### config.mk
export PLATFORM = sky130hd
export DESIGN_NAME = ysyx_040978_mem_arbiter
export DESIGN_NICKNAME = d
export VERILOG_FILES = /design/src/rtl/ysyx_040978_mem_arbiter_pkg.sv /design/src/rtl/ysyx_040978_mem_arbiter_rr_pick.sv /design/src/rtl/ysyx_040978_mem_arbiter.sv
export SDC_FILE = /design/constraint.sdc
export NUM_CORES = 1
export LEC_CHECK = 0
export ABC_AREA = 0
export BUFFER_PORTS_ARGS = -buffer_cell sky130_fd_sc_hd__clkbuf_2
export CORE_AREA = 2 2 203 205
export CTS_BUF_LIST = sky130_fd_sc_hd__clkbuf_8
export DETAILED_ROUTE_END_ITERATION = 8
export DIE_AREA = 0 0 205 207
export PLACE_DENSITY = 0.49
export SLEW_MARGIN = 30
export SYNTH_ARGS = -nofsm -noshare
export SYNTH_HDL_FRONTEND = slang
export SYNTH_HIERARCHICAL = 1
export SYNTH_SLANG_ARGS = --single-unit
### constraint.sdc
create_clock -name clock_i -period 3.65 [get_ports clock_i]
set_input_delay 0.1825 -clock clock_i [delete_from_list [all_inputs] [get_ports clock_i]]
set_output_delay 0.1825 -clock clock_i [all_outputs]
set_load 0.05 [all_outputs]
### src/rtl/ysyx_040978_mem_arbiter_pkg.sv
// Shared constants for the IFU/LSU memory arbiter: FSM state encoding and master IDs.
package ysyx_040978_pkg;

  localparam logic [1:0] ST_IDLE = 2'd0;
  localparam logic [1:0] ST_REQ  = 2'd1;
  localparam logic [1:0] ST_WAIT = 2'd2;

  localparam logic MID_IFU = 1'b0;
  localparam logic MID_LSU = 1'b1;

  typedef enum logic [1:0] {
    IDLE = ST_IDLE,
    REQ  = ST_REQ,
    WAIT = ST_WAIT
  } state_e;

endpackage

### src/rtl/ysyx_040978_mem_arbiter_rr_pick.sv
// Two-way round-robin pick: a lone requester always wins; on contention the
// pointer names the winner. grant_o is one-hot or zero.
module ysyx_040978_rr_pick
  import ysyx_040978_pkg::*;
(
  input  logic [1:0] valid_i,
  input  logic       ptr_i,
  output logic [1:0] grant_o,
  output logic       gid_o
);

  always_comb begin
    grant_o = valid_i;
    if (&valid_i) begin
      grant_o = (ptr_i == MID_LSU) ? 2'b10 : 2'b01;
    end
  end

  assign gid_o = grant_o[1] ? MID_LSU : MID_IFU;

endmodule

### src/rtl/ysyx_040978_mem_arbiter.sv
// Single-outstanding IFU/LSU arbiter onto one memory port (IDLE -> REQ -> WAIT).
// Optional WAIT timeout with error response when YSYX_040978_ARB_TIMEOUT_EN is defined.
module ysyx_040978_mem_arbiter
  import ysyx_040978_pkg::*;
#(
  parameter int ADDR_W = 32,
  parameter int DATA_W = 64
`ifdef YSYX_040978_ARB_TIMEOUT_EN
  ,
  parameter int TIMEOUT = 255
`endif
) (
  input  logic                clock_i,
  input  logic                reset_i,
  input  logic                m0_req_valid_i,
  output logic                m0_req_ready_o,
  input  logic [ADDR_W-1:0]   m0_req_addr_i,
  input  logic                m0_req_wen_i,
  input  logic [DATA_W-1:0]   m0_req_wdata_i,
  input  logic [DATA_W/8-1:0] m0_req_wmask_i,
  output logic                m0_resp_valid_o,
  output logic [DATA_W-1:0]   m0_resp_rdata_o,
  output logic                m0_resp_err_o,
  input  logic                m1_req_valid_i,
  output logic                m1_req_ready_o,
  input  logic [ADDR_W-1:0]   m1_req_addr_i,
  input  logic                m1_req_wen_i,
  input  logic [DATA_W-1:0]   m1_req_wdata_i,
  input  logic [DATA_W/8-1:0] m1_req_wmask_i,
  output logic                m1_resp_valid_o,
  output logic [DATA_W-1:0]   m1_resp_rdata_o,
  output logic                m1_resp_err_o,
  output logic                s_req_valid_o,
  input  logic                s_req_ready_i,
  output logic [ADDR_W-1:0]   s_req_addr_o,
  output logic                s_req_wen_o,
  output logic [DATA_W-1:0]   s_req_wdata_o,
  output logic [DATA_W/8-1:0] s_req_wmask_o,
  input  logic                s_resp_valid_i,
  input  logic [DATA_W-1:0]   s_resp_rdata_i,
  input  logic                s_resp_err_i
);

  localparam int MASK_W = DATA_W / 8;

  state_e              state_q, state_d;
  logic                ptr_q, ptr_d;
  logic                gid_q, gid_d;
  logic [ADDR_W-1:0]   addr_q, addr_d;
  logic                wen_q, wen_d;
  logic [DATA_W-1:0]   wdata_q, wdata_d;
  logic [MASK_W-1:0]   wmask_q, wmask_d;
  logic [1:0]          rsp_valid_q, rsp_valid_d;
  logic [DATA_W-1:0]   rsp_rdata_q, rsp_rdata_d;
  logic                rsp_err_q, rsp_err_d;
  logic [1:0]          req_valid;
  logic [1:0]          grant;
  logic                pick_gid;

`ifdef YSYX_040978_ARB_TIMEOUT_EN
  localparam int CNT_W = ($clog2(TIMEOUT + 1) < 8) ? 8 : $clog2(TIMEOUT + 1);
  logic [CNT_W-1:0]    cnt_q, cnt_d;
`endif

  assign req_valid = {m1_req_valid_i, m0_req_valid_i};

  ysyx_040978_rr_pick u_pick (
    .valid_i (req_valid),
    .ptr_i   (ptr_q),
    .grant_o (grant),
    .gid_o   (pick_gid)
  );

  // Ready is combinational, so it is masked by reset to keep outputs quiet during reset.
  assign m0_req_ready_o  = ~reset_i & (state_q == IDLE) & grant[0];
  assign m1_req_ready_o  = ~reset_i & (state_q == IDLE) & grant[1];
  assign s_req_valid_o   = (state_q == REQ);
  assign s_req_addr_o    = addr_q;
  assign s_req_wen_o     = wen_q;
  assign s_req_wdata_o   = wdata_q;
  assign s_req_wmask_o   = wmask_q;
  assign m0_resp_valid_o = rsp_valid_q[0];
  assign m1_resp_valid_o = rsp_valid_q[1];
  assign m0_resp_rdata_o = rsp_rdata_q;
  assign m1_resp_rdata_o = rsp_rdata_q;
  assign m0_resp_err_o   = rsp_err_q;
  assign m1_resp_err_o   = rsp_err_q;

  always_comb begin
    state_d     = state_q;
    ptr_d       = ptr_q;
    gid_d       = gid_q;
    addr_d      = addr_q;
    wen_d       = wen_q;
    wdata_d     = wdata_q;
    wmask_d     = wmask_q;
    rsp_valid_d = 2'b00;
    rsp_rdata_d = rsp_rdata_q;
    rsp_err_d   = rsp_err_q;
`ifdef YSYX_040978_ARB_TIMEOUT_EN
    cnt_d       = cnt_q;
`endif
    case (state_q)
      IDLE: begin
        if (|grant) begin
          gid_d = pick_gid;
          if (pick_gid == MID_LSU) begin
            addr_d  = m1_req_addr_i;
            wen_d   = m1_req_wen_i;
            wdata_d = m1_req_wdata_i;
            wmask_d = m1_req_wmask_i;
          end else begin
            addr_d  = m0_req_addr_i;
            wen_d   = m0_req_wen_i;
            wdata_d = m0_req_wdata_i;
            wmask_d = m0_req_wmask_i;
          end
          state_d = REQ;
        end
      end
      REQ: begin
        if (s_req_ready_i) begin
          state_d = WAIT;
`ifdef YSYX_040978_ARB_TIMEOUT_EN
          cnt_d   = '0;
`endif
        end
      end
      WAIT: begin
        // A real response takes precedence over a timeout landing in the same cycle.
        if (s_resp_valid_i) begin
          rsp_valid_d = (gid_q == MID_LSU) ? 2'b10 : 2'b01;
          rsp_rdata_d = wen_q ? '0 : s_resp_rdata_i;
          rsp_err_d   = s_resp_err_i;
          ptr_d       = ~gid_q;
          state_d     = IDLE;
        end
`ifdef YSYX_040978_ARB_TIMEOUT_EN
        else if (cnt_q == CNT_W'(TIMEOUT)) begin
          rsp_valid_d = (gid_q == MID_LSU) ? 2'b10 : 2'b01;
          rsp_rdata_d = '0;
          rsp_err_d   = 1'b1;
          ptr_d       = ~gid_q;
          state_d     = IDLE;
        end else begin
          cnt_d = cnt_q + CNT_W'(1);
        end
`endif
      end
      default: state_d = IDLE;
    endcase
  end

  always_ff @(posedge clock_i) begin
    if (reset_i) begin
      state_q     <= IDLE;
      ptr_q       <= 1'b0;
      gid_q       <= 1'b0;
      addr_q      <= '0;
      wen_q       <= 1'b0;
      wdata_q     <= '0;
      wmask_q     <= '0;
      rsp_valid_q <= 2'b00;
      rsp_rdata_q <= '0;
      rsp_err_q   <= 1'b0;
`ifdef YSYX_040978_ARB_TIMEOUT_EN
      cnt_q       <= '0;
`endif
    end else begin
      state_q     <= state_d;
      ptr_q       <= ptr_d;
      gid_q       <= gid_d;
      addr_q      <= addr_d;
      wen_q       <= wen_d;
      wdata_q     <= wdata_d;
      wmask_q     <= wmask_d;
      rsp_valid_q <= rsp_valid_d;
      rsp_rdata_q <= rsp_rdata_d;
      rsp_err_q   <= rsp_err_d;
`ifdef YSYX_040978_ARB_TIMEOUT_EN
      cnt_q       <= cnt_d;
`endif
    end
  end

endmodule

==> flow_summary.json <==
{
  "status": "finished, final reports clean",
  "dieArea_mm2": 0.0424,
  "regArea_mm2": 0.00352,
  "std_cell_rows": 74,
  "cp.arrival_ns": 2.25,
  "critical_path.top_delay_family": "buffers and inverters",
  "peakVddDrop_mv": 0.187,
  "endpoint": "m1_req_ready_o",
  "synth_top_family_by_area": "compound AO/OA/AOI/OAI gates",
  "core_mm2": 0.0404,
  "synthArstFlopShare": 0,
  "hold_slack_ns": 0.0528,
  "dp_hpwl_um": 21700,
  "cp_max_fo": 107,
  "post-route-util": 0.300,
  "io_buffers": 520,
  "synth_xor_xnor_area_share": 0,
  "fp.dieW_um": 205,
  "io-pin-count": 521,
  "clock_latency_ns": 0.48,
  "drt_pass1_iterations": 6,
  "vias": 7745,
  "grt_pass1_vias": 7867,
  "grt_max_degree": 109,
  "postSynthCellCount": 721,
  "initial_core_util": 0.192,
  "area_growth_pct": 56.5,
  "clockRootBuffer": "clkbuf_8",
  "hp-class": "input port to register",
  "synthSimpleGateAreaFrac": 0.0146,
  "cap_violations": 0,
  "drive_gt1_frac": 0.479,
  "fin_crit_ns": 2.43,
  "yosys_warnings": 6,
  "rr_startpoint": "ptr_q",
  "muxShareOfSynthArea": 0.137,
  "finalCritPeriodShare": 0.667,
  "slew_headroom": 0.456,
  "numCtsBuffers": 17,
  "slew_viol_final": 0,
  "routed_wl_um": 30200,
  "placedInstanceArea_mm2": 0.0103,
  "path_cells": "inv_1, a21boi_4, buf_12, nor4b_1, clkbuf_2",
  "synth.cells.most_frequent": "dfxtp_1, a21oi_1, mux2i_1, buf_4, a22o_1",
  "yosys.area.top_type": "dfxtp_1",
  "synthesis.area_mm2": 0.00774,
  "finClkSkew_ns": 0.00828,
  "fin_area_mm2": 0.0121,
  "cts_tree": "yes",
  "clkSinkCount": 176,
  "avgSynthCellArea_um2": 10.7,
  "cp-end-kind": "output pin",
  "cp_data_required_time_ns": 3.47,
  "multiInputGateArea_mm2": 0.00337,
  "worst-path-buf-inv": 3,
  "hold_depth": 3,
  "fill_cells": 4209,
  "via_per_inst": 4.25,
  "max_freq_mhz": 411,
  "nNetsFinal": 1557,
  "clk_pin_slew_ns": 0.10,
  "r2r_end": "s_req_wdata_o[16]",
  "htreeDepth": 4,
  "yosysSeqAreaShare": 0.455,
  "finalWeightedCongestion": 0.878,
  "antenna_found_initial": 2,
  "syn_nets": 1002,
  "tightest_slew_ns": 0.816,
  "clockBufferDepth": 2,
  "rsz0062_at_grt": "false",
  "drtIter0Drc": 213,
  "drc_errors": 0,
  "synth_top_area_frac": 0.455,
  "globalRouteTotalUtil": 0.139,
  "path_class": "register to output pin",
  "r2r_slack_ns": 1.25,
  "hold_viol_final": 0,
  "drt-wirelength-per-cell_um": 16.6,
  "post_cts_buffers": 0,
  "synth_compound_area_frac": 0.281,
  "p_per_area_mw_per_mm2": 429,
  "setup_viol": 0,
  "reg2reg_depth": 6,
  "yosys.cell_types.count": 27,
  "grt_pass1_wl_um": 45300,
  "dieHeight_um": 207,
  "cp_slowest_cell": "buf_12",
  "p_leak_nw": 5.57,
  "synth_edf_count": 0,
  "ys.flop_type": "dfxtp_1",
  "synthAdderAreaFrac": 0,
  "yosys_register_bits": 176,
  "start_kind": "register",
  "yosysMostFrequentCell": "dfxtp_1",
  "fin_tns_setup_ns": 0,
  "grt_overflow": 0,
  "drtAntennaViolNets": 0,
  "cp-startpoint": "ptr_q",
  "ys_top_cells_by_area": "dfxtp_1, mux2i_1, a211oi_2",
  "worst_path_largest_cell_delay_ns": 0.52,
  "cp.depth": 5
}
per-layer routing:
metal	global-route usage	routed length, um	vias to the layer above
met5	0	0	-
met4	0.0628	931	0
met3	0.0310	1810	28
met2	0.257	15700	336
met1	0.150	11700	3633
li1	-	-	3748
flip-flops by register name (all words and copies together) (netlist names):
name	cells
rsp_valid_q	2
ptr_q	1
gid_q	1
m0_resp_err_o	1
m0_resp_rdata_o	64
s_req_wen_o	1
s_req_addr_o	32
s_req_wmask_o	8
state_q	2
s_req_wdata_o	64
final cells by class:
cell class	instances	share of cell area
Timing Repair Buffer	674	0.343
Sequential cell	176	0.291
Multi-Input combinational cell	405	0.279
Tap cell	532	0.0550
Clock buffer	18	0.0205
Clock inverter	14	0.0106
Inverter	2	0.000620
Antenna cell	2	0.000413
logic make-up (layout without fill, tap and decap cells):
group	count (synthesis)	in the layout
AOI/OAI and AO/OA	281	281
DFF	176	176
buffers and inverters	140	708
muxes	106	106
and+or+nand+nor	18	18
other	0	2
through the flow:
step | setup WS, ns | power, mW | instances
floorplan | 1.25 | 3.29 | 721
global placement | 1.45 | 3.72 | 1645
detailed placement | 1.42 | 3.73 | 1645
CTS | 1.10 | 5.30 | 1821
global route | 0.933 | 5.48 | 1822
finish | 1.22 | 5.19 | 1823
worst register-to-register path, stage by stage (launching register included):
cell	delay, ns
dfxtp_1	0.36
inv_1	0.08
a21boi_4	0.17
buf_12	0.52
mux2i_1	0.36
dlygate4sd3_1	0.59
a211oi_1	0.23
cells in the final DEF, fill, tap and decap left out, types with 2 or more instances in the layout:
master / netlist / final
clkbuf_2: 0 / 519
dfxtp_1: 176 / 176
dlygate4sd3_1: 0 / 144
a21oi_1: 107 / 107
mux2i_1: 106 / 106
a22o_1: 64 / 64
a211oi_1: 55 / 55
a211oi_2: 50 / 50
clkbuf_8: 0 / 18
buf_4: 68 / 8
nor2_1: 5 / 5
clkinv_2: 0 / 4
inv_6: 0 / 4
buf_12: 0 / 3
diode_2: 0 / 2
nor4b_1: 2 / 2
nor2_4: 1 / 2
a21o_1: 2 / 2
inv_1: 2 / 2
clkinvlp_4: 0 / 2
clkinv_4: 0 / 2
worst min path at each step:
stage / startpoint / slack (ns) / end
final: m0_req_addr_i[19] / 0.05 / s_req_addr_o[19]
after global routing: m0_req_wdata_i[55] / 0.02 / s_req_wdata_o[55]
after CTS: m1_req_wmask_i[0] / 0.0009 / s_req_wmask_o[0]
after detailed placement: s_resp_rdata_i[28] / 0.39 / m0_resp_rdata_o[28]
after global placement: s_resp_rdata_i[4] / 0.39 / m0_resp_rdata_o[4]
after floorplan: s_resp_rdata_i[0] / 0.31 / m0_resp_rdata_o[0]
where the power goes:
| part | switching [mW] | total [mW] | internal (mW) |
|---|---|---|---|
| logic | 1.09 | 1.64 | 0.551 |
| registers | 0.0946 | 2.17 | 2.07 |
| clock network | 0.813 | 1.38 | 0.568 |
timing repair:
action	in CTS	in global routing
gates resized for setup	0	0
setup endpoints to repair	0	0
hold endpoints to repair	112	0
hold buffers	144	0
Note: power is estimated with default switching activity, not from simulation.
